`config.mk`:
```
export PLATFORM = sky130hd
export DESIGN_NAME = uart_rx_sample_ctrl
export DESIGN_NICKNAME = d
export VERILOG_FILES = /design/src/rtl/uart_rx_sample_ctrl.sv
export SDC_FILE = /design/constraint.sdc
export NUM_CORES = 1
export LEC_CHECK = 0
export BUFFER_PORTS_ARGS = -buffer_cell sky130_fd_sc_hd__buf_2
export CAP_MARGIN = 20
export CORE_MARGIN = 10
export CORE_UTILIZATION = 45
export DETAILED_ROUTE_END_ITERATION = 7
export PLACE_DENSITY_LB_ADDON = 0.1
export SYNTH_ARGS = -nofsm -noshare
export SYNTH_HDL_FRONTEND = slang
export SYNTH_SLANG_ARGS = --single-unit
```
`constraint.sdc`:
```
create_clock -name clk -period 1.57 [get_ports clk]
set_clock_uncertainty 0.05 [all_clocks]
set_input_delay 0.0785 -clock clk [delete_from_list [all_inputs] [get_ports clk]]
set_output_delay 0.0785 -clock clk [all_outputs]
set_load 0.01 [all_outputs]
```
`src/rtl/uart_rx_sample_ctrl.sv`:
```
// UART receive sequencer: start detection, mid-bit sampling, LSB-first assembly
// and stop-bit framing check, all advanced by the oversampling tick.
module uart_rx_sample_ctrl #(
  parameter int DATA_BITS  = 8,
  parameter int OVERSAMPLE = 16
) (
  input  logic                 clk,
  input  logic                 rst,
  input  logic                 sample_tick,
  input  logic                 rx,
  output logic [DATA_BITS-1:0] rx_data,
  output logic                 rx_valid,
  output logic                 frame_err,
  output logic                 busy
);

  localparam int TW = $clog2(OVERSAMPLE);
  localparam int BW = $clog2(DATA_BITS + 1);
  localparam logic [TW-1:0] HALF_LAST = TW'(OVERSAMPLE / 2 - 1);
  localparam logic [TW-1:0] FULL_LAST = TW'(OVERSAMPLE - 1);
  localparam logic [BW-1:0] LAST_BIT  = BW'(DATA_BITS - 1);

  typedef enum logic [2:0] {IDLE, START, DATA, STOP, BRK} state_t;

  state_t               state_reg, state_next;
  logic [TW-1:0]        tick_cnt_reg, tick_cnt_next;
  logic [BW-1:0]        bit_cnt_reg, bit_cnt_next;
  logic [DATA_BITS-1:0] data_sr_reg, data_sr_next;
  logic [DATA_BITS-1:0] rx_data_reg, rx_data_next;
  logic                 rx_valid_reg, rx_valid_next;
  logic                 frame_err_reg, frame_err_next;
  logic                 stop_sample;

  // State, counters and registered outputs.
  always_ff @(posedge clk or posedge rst) begin
    if (rst) begin
      state_reg     <= IDLE;
      tick_cnt_reg  <= '0;
      bit_cnt_reg   <= '0;
      data_sr_reg   <= '0;
      rx_data_reg   <= '0;
      rx_valid_reg  <= 1'b0;
      frame_err_reg <= 1'b0;
    end else begin
      state_reg     <= state_next;
      tick_cnt_reg  <= tick_cnt_next;
      bit_cnt_reg   <= bit_cnt_next;
      data_sr_reg   <= data_sr_next;
      rx_data_reg   <= rx_data_next;
      rx_valid_reg  <= rx_valid_next;
      frame_err_reg <= frame_err_next;
    end
  end

  // Next-state and datapath; nothing moves without a sample tick.
  always_comb begin
    state_next    = state_reg;
    tick_cnt_next = tick_cnt_reg;
    bit_cnt_next  = bit_cnt_reg;
    data_sr_next  = data_sr_reg;
    if (sample_tick) begin
      case (state_reg)
        IDLE: begin
          if (!rx) begin
            state_next    = START;
            tick_cnt_next = '0;
          end
        end
        START: begin
          if (tick_cnt_reg == HALF_LAST) begin
            tick_cnt_next = '0;
            bit_cnt_next  = '0;
            state_next    = rx ? IDLE : DATA;
          end else begin
            tick_cnt_next = tick_cnt_reg + 1'b1;
          end
        end
        DATA: begin
          if (tick_cnt_reg == FULL_LAST) begin
            tick_cnt_next = '0;
            bit_cnt_next  = bit_cnt_reg + 1'b1;
            data_sr_next  = {rx, data_sr_reg[DATA_BITS-1:1]};
            if (bit_cnt_reg == LAST_BIT) state_next = STOP;
          end else begin
            tick_cnt_next = tick_cnt_reg + 1'b1;
          end
        end
        STOP: begin
          if (tick_cnt_reg == FULL_LAST) begin
            tick_cnt_next = '0;
            state_next    = rx ? IDLE : BRK;
          end else begin
            tick_cnt_next = tick_cnt_reg + 1'b1;
          end
        end
        BRK: begin
          // Hold here until the line returns high so a break cannot look like a start.
          if (rx) state_next = IDLE;
        end
        default: state_next = IDLE;
      endcase
    end
  end

  // Output decode: pulses derive from the stop-bit sample.
  always_comb begin
    stop_sample    = sample_tick && (state_reg == STOP) && (tick_cnt_reg == FULL_LAST);
    rx_valid_next  = stop_sample && rx;
    frame_err_next = stop_sample && !rx;
    rx_data_next   = rx_valid_next ? data_sr_reg : rx_data_reg;
    busy           = (state_reg != IDLE);
  end

  assign rx_data   = rx_data_reg;
  assign rx_valid  = rx_valid_reg;
  assign frame_err = frame_err_reg;

endmodule

```
# Yosys cells after proc, flatten, opt, wreduce, memory -nomap -nowiden
# Cells that the tools add are included.
dict set report word_totals {
  input_bits 4
  output_inout_bits 11
  ff_bits 29
  elab_cells 52
}
dict set report classes {
  add_sub_neg 2
  n_reduce_logical 14
  n_mux 16
  n_eq_ne 13
}
# operator count
set ops {}
lappend ops {{two-way mux 3 bit} 7}
lappend ops {{two-way mux 4 bit} 5}
lappend ops {{one-hot mux 3 bit (5 select lines)} 1}
lappend ops {{!= test 2 bit, second input constant} 6}
lappend ops {{one-hot mux 4 bit (3 select lines)} 1}
lappend ops {{adder 4 x 1 -> 4 bit, second input constant} 2}
lappend ops {{equality test 4 x 3 -> 1 bit, second input constant} 2}
lappend ops {{one-hot mux 4 bit (2 select lines)} 1}
lappend ops {{AND reduction 7 bit} 1}
lappend ops {{equality test 3 x 2 -> 1 bit, second input constant} 2}
lappend ops {{AND reduction 3 bit} 2}
lappend ops {{nonzero test 3 bit} 2}
lappend ops {{equality test 4 bit, second input constant} 1}
lappend ops {{logical AND 1 bit} 4}
lappend ops {{AND reduction 4 bit} 1}
lappend ops {{equality test 3 x 1 -> 1 bit, second input constant} 1}
lappend ops {{equality test 3 bit, second input constant} 1}
lappend ops {{logical NOT 3 bit} 1}
lappend ops {{two-way mux 2 bit} 1}
lappend ops {{nonzero test 2 bit} 1}
lappend ops {{OR reduction 2 bit} 1}
lappend ops {{logical NOT 1 bit} 1}

# Longest topological paths before layout
dict set report logic_depth {
  ltp_word 4
  mapped_depth 6
}

# Worst setup path after synthesis
# Ideal clock, no wire load.
dict set report synth_timing {
  kind {flip-flop to flip-flop}
  from {reg tick_cnt_reg[0]}
  to {reg rx_data_reg[0], in the netlist rx_data[0]}
  arrival_ns 1.567
  period_less_slack_ns 1.742
  setup_slack_ns -0.172
  setup_time_ns 0.125
  path_buffers 2
  path_stages_with_launch 7
  path_cell_list {dfrtp_1 > ha_1 > and4_1 > buf_6 > and4_4 > buf_8 > mux2_4}
}
dict set report synth_via {
  elab_chain_len 3
}
# item line
set synth_lines {}
lappend synth_lines {{from (decl)} 26} ;# logic [TW-1:0] tick_cnt_reg, tick_cnt_next;
lappend synth_lines {{from (signal assigned)} 46} ;# tick_cnt_reg <= tick_cnt_next;
lappend synth_lines {{equality test 4 bit} 107} ;# stop_sample = sample_tick && (state_reg == STOP) && (tick_cnt_reg == FULL_LAST);
lappend synth_lines {{logical AND 1 bit} 107}
lappend synth_lines {{logical AND 1 bit} 108} ;# rx_valid_next = stop_sample && rx;
lappend synth_lines {{via rx_valid_next} 30} ;# logic rx_valid_reg, rx_valid_next;
lappend synth_lines {{to (signal assigned)} 49} ;# rx_data_reg <= rx_data_next;
lappend synth_lines {{to (decl)} 29} ;# logic [DATA_BITS-1:0] rx_data_reg, rx_data_next;
# The timed path passes the listed nets, and every way through them passes these cells.
# A chain may end at the register's enable or synchronous reset.

# Worst setup path in the final report
dict set report layout_timing {
  from {reg tick_cnt_reg[1]}
  to {reg rx_data_reg[1], in the netlist rx_data[1]}
}
dict set report layout_via {
  elab_chain_len 3
}
# item line
set layout_lines {}
lappend layout_lines {{equality test 4 bit} 107}
lappend layout_lines {{logical AND 1 bit} 107}
lappend layout_lines {{logical AND 1 bit} 108}
# Every way passes these cells.

==> results.yml <==
setup_path:
  reg2regPathDepth: 4
  worstReg2RegEnd: "rx_data[1]"
  arrival_ns: 1.69
  crit_end: "rx_data[1]"
  regToRegSetupSlack_ns: 0.04
  rr_startpoint: "tick_cnt_reg[1]"
  critPathLaunch: "tick_cnt_reg[1]"
  cp-start-kind: "flip-flop"
  worstSetupPathType: "flip-flop to flip-flop"
  cp.required_ns: 1.73
  path_max_fanout: 5
  end_kind: "flip-flop"
clock_tree:
  clockBufferDepth: 2
  cts_made_buffers: 5
  clock_sinks: 29
  cts_tree: "built"
  h-tree-depth: 2
  root_buffer: "clkbuf_4"
  clock_latency_ns: 0.32
  clk_pin_slew_ns: 0.09
placement:
  routabilityCongestion: 0.746
  placed_cells: 179
  place_hpwl_um: 1980
  placed_area_mm2: 0.00163
  port-buffer-count: 14
logic_synthesis:
  synth-main-ff-cell: "dfrtp_1"
  netlist_top_cells_count: "29 x dfrtp_1, 9 x mux2_2, 8 x mux2_4, 5 x a31oi_1, 5 x inv_1"
  synth_fp_nets: 119
  synth_compound_area_frac: 0.0991
  yosysWarningCount: 0
  syn_avg_cell_area_um2: 12.8
  async_flop_share: 1.00
  yosys.area_share.simple: 0.139
  synthCells: 113
  synthAdderAreaFrac: 0.0172
  ys_seq_area_frac: 0.500
  synth.most_common_cell: "dfrtp_1"
  ys_top_cells_by_area: "dfrtp_1 50%, mux2_4 8.3%, mux2_2 7.0%"
  synth-edff-count: 0
  synthXorXnorAreaFrac: 0.0121
  synth_top_family_by_area: "multiplexers"
  muxShareOfSynthArea: 0.166
  synth_area_mm2: 0.00145
  synth.top_cell.area_share: 0.500
  synth_seq_cells: 29
  synth_top_area_cell: "dfrtp_1"
  synth.distinct_cells: 40
power:
  swShare: 0.330
  peakVddDrop_mv: 0.698
  p_switching_mw: 0.720
  cellPowerDensity_mw_per_mm2: 1250
  p_clk_frac: 0.196
  internal_power_mw: 1.46
  p_leak_nw: 0.871
  p_seq_frac: 0.430
  pwr-share-comb: 0.374
timing:
  slew_headroom: 0.746
  fmax_ghz: 0.654
  worst_slew_pin_slew_ns: 0.378
  period_minus_slack_ns: 1.53
  rsz0062_at_grt: "true"
  finalHoldViolCount: 0
  finalMaxSlewViolations: 0
  finalCritPeriodShare: 0.974
  fin_tns_setup_ns: 0
  setup_viol_count_final: 0
floorplan:
  num_rows: 20
  core_mm2: 0.00308
  die_h_um: 76.8
  top_level_ports: 15
  die_x_um: 76.8
  die_area_mm2: 0.00590
  start_util: 0.472
routing:
  routed_via_density: 5.11
  first_pass_iters: 4
  wl_um: 2810
  final_antenna_net_count: 0
  dr_total_vias: 982
  wl_per_cell_um: 14.6
  dr.first_iter.drc_count: 29
  drc: 0
finish:
  final_nets: 153
  area_delta_synth_final_pct: 20.5
  diodes: 0
  design_area_mm2: 0.00175
  finalNonFillerCells: 192
  drive_above_1_share: 0.453
global_route:
  grt_pass1_wl_um: 4750
  first_global_vias: 1019
  grtUsageTotal: 0.0976
  grt_max_degree: 13
  antenna_found_initial: 0
  grt_overflow: 0
worst_hold_path:
  min_path_type: "input pin to flip-flop"
flow_run:
  maxCapViolCount: 0
outcome:
  status: "finished, final reports clean"
through the flow:
step	hold WS (ns)	power [mW]	worst slack, ns	util
2_1_floorplan	0.107	1.45	-0.0842	-
3_3_place_gp	0.0211	1.65	-0.00668	0.530
3_5_place_dp	0.0316	1.67	-0.0557	0.530
4_1_cts	0.0680	2.14	0.00154	0.558
5_1_grt	0.0820	2.34	-0.0230	0.568
6_report	0.0808	2.18	0.0401	0.568
cells in the final DEF, fill, tap and decap left out, drive strengths merged, types with 2 or more instances in the layout:
cell type   n
nor3b       2
and4        3
clkinv      2
dfrtp      29
nand3b      2
a22o        4
and3        2
inv         5
nand2b      2
a21oi       4
mux2       17
nand3       4
ha          2
buf        33
nor2        2
nand2       3
clkbuf      6
or3         2
a31oi       5
mux2i       2
power groups by stage:
stage / Clock (mW) / Sequential [mW] / Combinational (mW)
after floorplan: 0 / 0.933 / 0.515
after global placement: 0 / 0.940 / 0.709
after detailed placement: 0 / 0.941 / 0.726
after CTS: 0.447 / 0.933 / 0.761
after global routing: 0.483 / 0.947 / 0.909
final: 0.428 / 0.937 / 0.816
worst min path at each step:
stage	startpoint	endpoint	slack [ns]	depth (start not counted)
after global placement	rst	rx_data[4]	0.02	2
after CTS	rx	data_sr_reg[7]	0.07	2
after floorplan	rst	bit_cnt_reg[0]	0.11	1
final	rx	data_sr_reg[7]	0.08	2
after detailed placement	rst	rx_data[4]	0.03	2
after global routing	rx	data_sr_reg[7]	0.08	2
cells by family (layout without fill, tap and decap cells):
group	Yosys count	in the layout
AOI/OAI and AO/OA	19	19
xor gates and xnor gates	2	2
adders and majority gates	2	2
buffers and inverters	13	47
DFF	29	29
muxes	19	19
and+or+nand+nor	29	30
layout make-up:
cell class              count  area (µm²)
fillers                   277        1330
flip-flops and latches     29         728
multi-input cells          72         658
repair buffers             34         238
well taps                  44        55.1
clock buffers               6        41.3
inverters                   5        18.8
clock inverters             2        10.0
routing by layer:
metal | GRT usage | vias to the layer above | wire length [µm]
met5 | 0 | - | 0
met4 | 0.0297 | 0 | 4
met3 | 0.0466 | 2 | 150
met2 | 0.153 | 19 | 1360
met1 | 0.115 | 479 | 1300
li1 | - | 482 | -
worst max-delay path, stage by stage, from the launching register on:
cell     delay [ns]
dfrtp_1        0.40
ha_4           0.15
and4_4         0.23
and4_4         0.29
mux2_4         0.31
timing repair:
action,4_1_cts,5_1_grt
endpoints found under the setup margin,10,11
hold buffers,1,0
setup buffers,2,2
cloned,1,0
pin swaps,1,3
gates resized for setup,4,6
endpoints found under the hold margin,9,0
No activity file was read; power rests on OpenSTA's default activity.
